[config.mk]
export PLATFORM = sky130hd
export DESIGN_NAME = f1_light_seq
export DESIGN_NICKNAME = d
export VERILOG_FILES = /design/src/rtl/f1_light_seq.sv
export SDC_FILE = /design/constraint.sdc
export NUM_CORES = 1
export LEC_CHECK = 0
export ABC_CLOCK_PERIOD_IN_PS = 2300
export BUFFER_PORTS_ARGS = -buffer_cell sky130_fd_sc_hd__buf_2
export CORE_ASPECT_RATIO = 1.2
export CORE_MARGIN = 1
export CORE_UTILIZATION = 51
export CTS_CLUSTER_DIAMETER = 100
export DETAILED_ROUTE_END_ITERATION = 8
export GPL_ROUTABILITY_DRIVEN = 0
export PLACE_DENSITY = 0.71
export SLEW_MARGIN = 20
export SYNTH_ARGS = -nofsm -noshare
export SYNTH_HDL_FRONTEND = slang
export SYNTH_SLANG_ARGS = --single-unit
[constraint.sdc]
create_clock -name clk -period 2.3 [get_ports clk]
set_clock_uncertainty 0.15 [all_clocks]
set_input_delay 0.23 -clock clk [delete_from_list [all_inputs] [get_ports clk]]
set_output_delay 0.23 -clock clk [all_outputs]
set_load 0.05 [all_outputs]
[src/rtl/f1_light_seq.sv]
// F1 start-light sequencer: lights fill one per en tick, hold for MIN_HOLD+LFSR ticks,
// go out together, then the clk cycles to react are counted. Optional macro: JUMP_START_DET_EN.
module f1_light_seq #(
    parameter int unsigned              N_LIGHTS  = 8,
    parameter int unsigned              LFSR_W    = 7,
    parameter logic [LFSR_W-1:0]        LFSR_TAPS = 7'b1100000,
    parameter int unsigned              MIN_HOLD  = 1,
    parameter int unsigned              RT_W      = 16
) (
    input  logic                clk,
    input  logic                rst,
    input  logic                en,
    input  logic                trigger,
    input  logic                react,
    output logic [N_LIGHTS-1:0] data_out,
    output logic                busy,
    output logic                rt_valid,
    output logic [RT_W-1:0]     rt_count
`ifdef JUMP_START_DET_EN
    ,
    output logic                jump_start
`endif
);

    // Hold counter must fit MIN_HOLD plus the largest LFSR value.
    localparam int unsigned HC_W = $clog2(MIN_HOLD + (1 << LFSR_W) + 1);

    typedef enum logic [1:0] {
        S_IDLE,
        S_FILL,
        S_HOLD,
        S_TIMING
    } state_t;

    state_t              r_state, w_state;
    logic [N_LIGHTS-1:0] r_data, w_data;
    logic [LFSR_W-1:0]   r_lfsr, w_lfsr;
    logic [HC_W-1:0]     r_hold, w_hold;
    logic [RT_W-1:0]     r_timer, w_timer;
    logic [RT_W-1:0]     r_rt_count, w_rt_count;
    logic                r_rt_valid, w_rt_valid;
    logic                w_abort;

`ifdef JUMP_START_DET_EN
    logic                r_jump, w_jump;
    assign w_abort    = react;
    assign jump_start = r_jump;
`else
    assign w_abort    = 1'b0;
`endif

    // Galois LFSR, free-running on every clk regardless of state or en.
    assign w_lfsr = r_lfsr[0] ? ((r_lfsr >> 1) ^ LFSR_TAPS) : (r_lfsr >> 1);

    always_comb begin
        w_state    = r_state;
        w_data     = r_data;
        w_hold     = r_hold;
        w_timer    = r_timer;
        w_rt_count = r_rt_count;
        w_rt_valid = 1'b0;
`ifdef JUMP_START_DET_EN
        w_jump     = 1'b0;
`endif
        case (r_state)
            S_IDLE: begin
                w_data = '0;
                if (trigger) begin
                    w_state = S_FILL;
                    w_data  = {{(N_LIGHTS-1){1'b0}}, 1'b1};
                end
            end
            S_FILL, S_HOLD: begin
                if (w_abort) begin
                    w_state = S_IDLE;
                    w_data  = '0;
`ifdef JUMP_START_DET_EN
                    w_jump  = 1'b1;
`endif
                end else if (en && r_state == S_FILL) begin
                    w_data = {r_data[N_LIGHTS-2:0], 1'b1};
                    if (&r_data[N_LIGHTS-2:0]) begin
                        w_state = S_HOLD;
                        w_hold  = HC_W'(MIN_HOLD) + HC_W'(r_lfsr);
                    end
                end else if (en) begin
                    w_hold = r_hold - HC_W'(1);
                    if (r_hold == HC_W'(1)) begin
                        w_state = S_TIMING;
                        w_data  = '0;
                        w_timer = '0;
                    end
                end
            end
            S_TIMING: begin
                if (r_timer != '1) w_timer = r_timer + RT_W'(1);
                if (react) begin
                    w_rt_count = r_timer;
                    w_rt_valid = 1'b1;
                    w_state    = S_IDLE;
                end
            end
            default: begin
                w_state = S_IDLE;
                w_data  = '0;
            end
        endcase
    end

    always_ff @(posedge clk or posedge rst) begin
        if (rst) begin
            r_state    <= S_IDLE;
            r_data     <= '0;
            r_lfsr     <= LFSR_W'(1);
            r_hold     <= '0;
            r_timer    <= '0;
            r_rt_count <= '0;
            r_rt_valid <= 1'b0;
`ifdef JUMP_START_DET_EN
            r_jump     <= 1'b0;
`endif
        end else begin
            r_state    <= w_state;
            r_data     <= w_data;
            r_lfsr     <= w_lfsr;
            r_hold     <= w_hold;
            r_timer    <= w_timer;
            r_rt_count <= w_rt_count;
            r_rt_valid <= w_rt_valid;
`ifdef JUMP_START_DET_EN
            r_jump     <= w_jump;
`endif
        end
    end

    assign data_out = r_data;
    assign busy     = (r_state != S_IDLE);
    assign rt_valid = r_rt_valid;
    assign rt_count = r_rt_count;

endmodule

Word-level counts from Yosys, hierarchy flattened
Cells that the tools add are included.
{"block": "totals", "register_bits": 58, "in_bits": 5, "word_cells": 62}
{"block": "op_classes", "add_sub_neg": 3, "eq_ne": 15, "n_mux": 23, "n_bitwise": 1, "n_reduce_logical": 13}
{"op": "$mux 16", "n": 4}
{"op": "$mux 8", "n": 6}
{"op": "$pmux 16 s2", "n": 1}
{"op": "$add 16x1->16 const B", "n": 1}
{"op": "$ne 16x16->1 const B", "n": 1}
{"op": "$pmux 8 s2", "n": 1}
{"op": "$mux 2", "n": 6}
{"op": "$ne 2x2->1 const B", "n": 6}
{"op": "$reduce_and 5->1", "n": 2}
{"op": "$ne 3x3->1 const B", "n": 3}
{"op": "$add 1x7->8 const A", "n": 1}
{"op": "$eq 8x1->1 const B", "n": 1}
{"op": "$reduce_bool 2->1", "n": 4}
{"op": "$sub 8x1->8 const B", "n": 1}
{"op": "$mux 7", "n": 1}
{"op": "$reduce_and 7->1", "n": 1}
{"op": "$pmux 2 s3", "n": 1}
{"op": "$reduce_and 3->1", "n": 2}
{"op": "$eq 2x2->1 const B", "n": 2}
{"op": "$mux 1", "n": 3}
{"op": "$eq 2x1->1 const B", "n": 1}
{"op": "$logic_not 2->1", "n": 1}
{"op": "$ne 2x1->1 const B", "n": 1}
{"op": "$not 1->2", "n": 1}
{"op": "3 further kinds", "n": 3}

Longest topological paths before layout
{"block": "depth", "word_depth": 5, "depth_mapped": 8}

Worst setup path before layout
OpenSTA, ideal clock, no wires.
{"block": "synth_timing", "path_type": "reg2reg", "from": "reg r_state[0]", "to": "reg r_timer[9]", "setup_ps": 118, "arrival_time_ps": 1727, "required_time_ps": 2032, "setup_slack_ps": 305, "path_stages_with_launch": 8, "n_path_buf": 1, "synth_period_minus_slack_ps": 1995, "path_cell_list": "dfrtp_1 -> ha_1 -> nor4b_4 -> and2_1 -> a31o_2 -> buf_6 -> o21ai_0 -> a21o_1"}
{"block": "synth_via", "elab_chain_len": 4, "elab_cells_between_ends": 12, "classes_between": "7 x eq/ne; 1 x mux; 4 x reduce/logical"}
{"item": "start: declaration", "line_no": "35", "source": "state_t r_state, w_state;"}
{"item": "start signal: assignment", "line_no": "123", "source": "r_state <= w_state;"}
{"item": "$eq 2x1->1 / $eq 2x2->1 (equally long branches)", "line_no": "65, 80"}
{"item": "$reduce_or 2->1 / $logic_and 1x1->1 (equally long branches)", "line_no": "65, 80"}
{"item": "$ne 2x2->1 (no line) / $reduce_bool 2->1 (equally long branches)"}
{"item": "$reduce_and 5->1 (no line)"}
{"item": "end signal: assignment", "line_no": "127", "source": "r_timer <= w_timer;"}
{"item": "end: declaration", "line_no": "39", "source": "logic [RT_W-1:0] r_timer, w_timer;"}
Parallel ways exist; a longest one is shown, timed or not.
A chain may end at the register's enable or synchronous reset.

Worst setup path after layout
{"block": "layout_timing", "from": "reg r_timer[0]", "to": "reg r_timer[11]"}
{"block": "layout_via", "elab_chain_len": 3, "elab_cells_between_ends": 6, "classes_between": "1 x add/sub; 2 x eq/ne; 2 x mux; 1 x reduce/logical"}
{"item": "$add 16x1->16 / $ne 16x16->1 (equally long branches)", "line_no": "96", "source": "if (r_timer != '1) w_timer = r_timer + RT_W'(1);"}
{"item": "$mux 16 / $ne 2x2->1 (equally long branches)"}
{"item": "$pmux 16 s2 / $reduce_and 5->1 (equally long branches)"}
Parallel ways exist; a longest one is shown, timed or not. The select of a mux whose other input is x is not followed.

==> impl_metrics.toml <==
[detailed_routing]
num_vias = 2454
remaining_drc_errors = 2
drt_iter0_drc = 177
ant_nets = 0
viasPerCell = 6.23
wire_per_inst_um = 16.8
drtPass1Iterations = 7
wl_mm = 6.61

[synthesis]
ys_ff_latch = 58
synth.avg_cell_area_um2 = 10.4
syn_inst = 283
ys_types = 48
synth_ff_type = "dfrtp_1"
yosysWarnings = 0
yosysSeqAreaShare_pct = 49.5
synth_top_area_share_pct = 48.6
synth_area_um2 = 2930
yosysTopAreaCell = "dfrtp_1"
syn-num-nets = 295
synth_edf_count = 0
synthTopCellsByArea = "dfrtp_1 (49%), mux2_2 (5.4%), o21ai_0 (3.9%)"
async_flop_share_pct = 100

[sta]
hold_slack_ns = 0.120
relSlewSlack_pct = 64.9
final-setup-viol-count = 0
timing.final.max_slew_violations = 0
max_clock_freq_ghz = 0.456
fin_ws_ns = 0.109
fin_crit_sh_pct = 95.3
hold_viol = 0
tightest_slew_ns = 0.525
period_minus_slack_ns = 2.19

[placed_design]
dp_hpwl_mm = 4.51
pre_cts_slack_ns = 0.179
portBuffers = 30

[die]
core_um2 = 5410
initial_core_util_pct = 54.3
ioPinCount = 31
die_h_um = 85.1
die_x_um = 71.2
die-area_um2 = 6060
rows = 29

[pwr]
pwr-share-seq_pct = 38.7
p_leak_nw = 1.65
p_comb_share_pct = 32.6
peakVddDrop_v = 0.000653
intPower_mw = 2.23
clkPwrFrac_pct = 28.7
power_density_nw_per_um2 = 1050
p_sw_mw = 1.38
switching_share_pct = 38.3

[global_routing]
grtUsageTotal_pct = 23.6
grt_start_max_net_pins = 27
antenna_found_initial = 0
grt_overflow = 0
grt_pass1_wl_mm = 11.0
grt_pass1_vias = 2261

[final_layout]
final_util_pct = 63.6
antenna_cells = 0
fill_cells = 447
drive_gt1_share_pct = 25.0
syn2layout_area_growth_pct = 17.1
final_nets = 339

[worst_setup_path]
critPathKind = "reg -> reg"
cp-start-kind = "register"
worstPathRequired_ns = 2.39
critical_path.max_fanout = 6
worstSetupEndpointType = "register"
crit_arrival_ns = 2.28

[clock_network]
clockBufferDepth = 2
ctsResizeCount = 0
cts_buffers = 9
root_buffer = "clkbuf_8"
clk_latency_ns = 0.34
cts_tree = "yes"
htreeDepth = 3
path_clk_slew_ns = 0.06
clock_sinks = 58

[status]
violations = "DRC"
status = "complete, but fails checks"

[min_path]
hold_class = "in -> reg"

[job]
drv_cap = 0
[sequential cells by signal, indices dropped and copies added (netlist names)]
signal	cells
rt_valid	1
r_state	2
r_timer	16
r_hold	8
r_lfsr	7
rt_count	16
data_out	8
[layout by cell type, fill, tap and decap left out, types with 6 or more instances in the layout]
| cell type | n |
|---|---|
| mux2_2 | 14 |
| clkbuf_8 | 10 |
| buf_2 | 30 |
| dfrtp_1 | 57 |
| nand3_1 | 15 |
| buf_4 | 13 |
| nor2_1 | 24 |
| a31oi_1 | 11 |
| ha_1 | 7 |
| a22o_1 | 7 |
| a21oi_1 | 20 |
| and3_1 | 6 |
| nand2_1 | 15 |
| inv_1 | 11 |
| nand4_1 | 7 |
| o21ai_0 | 23 |
[synthesized netlist by cell type, drive strengths merged, types with 2 or more instances]
library cell  number
nor3               3
o22a               4
a22o               7
buf                4
nor2              24
nand3             15
a21oi             21
nor4               7
o21ai             23
inv               12
o31ai              4
a41oi              5
clkbuf             7
and3               6
and4               2
a31oi             11
xnor2              2
xor2               4
mux2              14
and2               3
ha                 7
nand4              7
o22ai              2
nand2             15
dfrtp             57
[layout make-up]
class                           count  area (um2)  share of cell area, %
Tap cell                           62        77.6                   2.26
Inverter                           12        45.0                   1.31
Clock buffer                       11         141                   4.11
Sequential cell                    58        1450                   42.3
Timing Repair Buffer               44         258                   7.50
Multi-Input combinational cell    202        1390                   40.3
Clock inverter                      5        77.6                   2.26
[metal layers]
metal  routed length (um)  vias to the layer above  GRT usage, %
met5                    0                        -             0
met4                  137                        0          12.2
met3                  303                       12          4.51
met2                 3400                       80          39.9
met1                 2770                     1204          28.6
li1                     -                     1158             -
[worst max-delay path, stage by stage, from the launching register on]
cell and delay, ns:
dfrtp_1 0.43, ha_1 0.24, and3_1 0.29, nand4_1 0.27, o21ai_0 0.35, nand2_1 0.11, a31oi_1 0.25
[metrics by stage]
step                      total power [mW]  TNS [ns]  cells  instance area (um2)
after global routing                  3.81   -0.0335    394                 3440
final                                 3.61         0    394                 3440
after detailed placement              2.58         0    375                 3190
after CTS                             3.63         0    392                 3420
after floorplan                       2.30         0    283                 2930
after global placement                2.55         0    375                 3190
[cell families after synthesis]
kind of cell | synth area share [%]
compound gates | 20.6
xor+xnor | 1.79
fa+ha+maj | 2.98
buf+inv | 3.28
flops | 49.5
mux | 5.71
simple gates | 16.1
[repair_timing]
item / CTS / global route
buffers inserted: 0 / 2
endpoints found under the hold margin: 23 / 0
endpoints found under the setup margin: 0 / 1
hold buffers: 1 / 0
[worst paths after layout]
kind	start	endpoint	slack [ns]	cells past startpoint
worst min register to register	r_lfsr[1]$_DFF_PP0_	r_lfsr[0]$_DFF_PP1_	0.26	0
max in group asynchronous	rst	r_timer[10]$_DFFE_PP0P_	1.03	4
min in group asynchronous	rst	r_lfsr[2]$_DFF_PP0_	0.32	3
worst max-delay path	r_timer[0]$_DFFE_PP0P_	r_timer[11]$_DFFE_PP0P_	0.11	6
worst min-delay path	trigger	data_out[0]$_DFFE_PP0P_	0.12	3
worst max register to register	r_timer[0]$_DFFE_PP0P_	r_timer[11]$_DFFE_PP0P_	0.11	6
[power groups by stage]
stage | clock (mW) | sequential [mW] | combinational (mW)
finish | 1.04 | 1.40 | 1.17
global route | 1.09 | 1.43 | 1.29
CTS | 1.06 | 1.39 | 1.18
detailed placement | 0 | 1.41 | 1.17
global placement | 0 | 1.41 | 1.15
floorplan | 0 | 1.62 | 0.673
(Power assumes the default switching activity.)
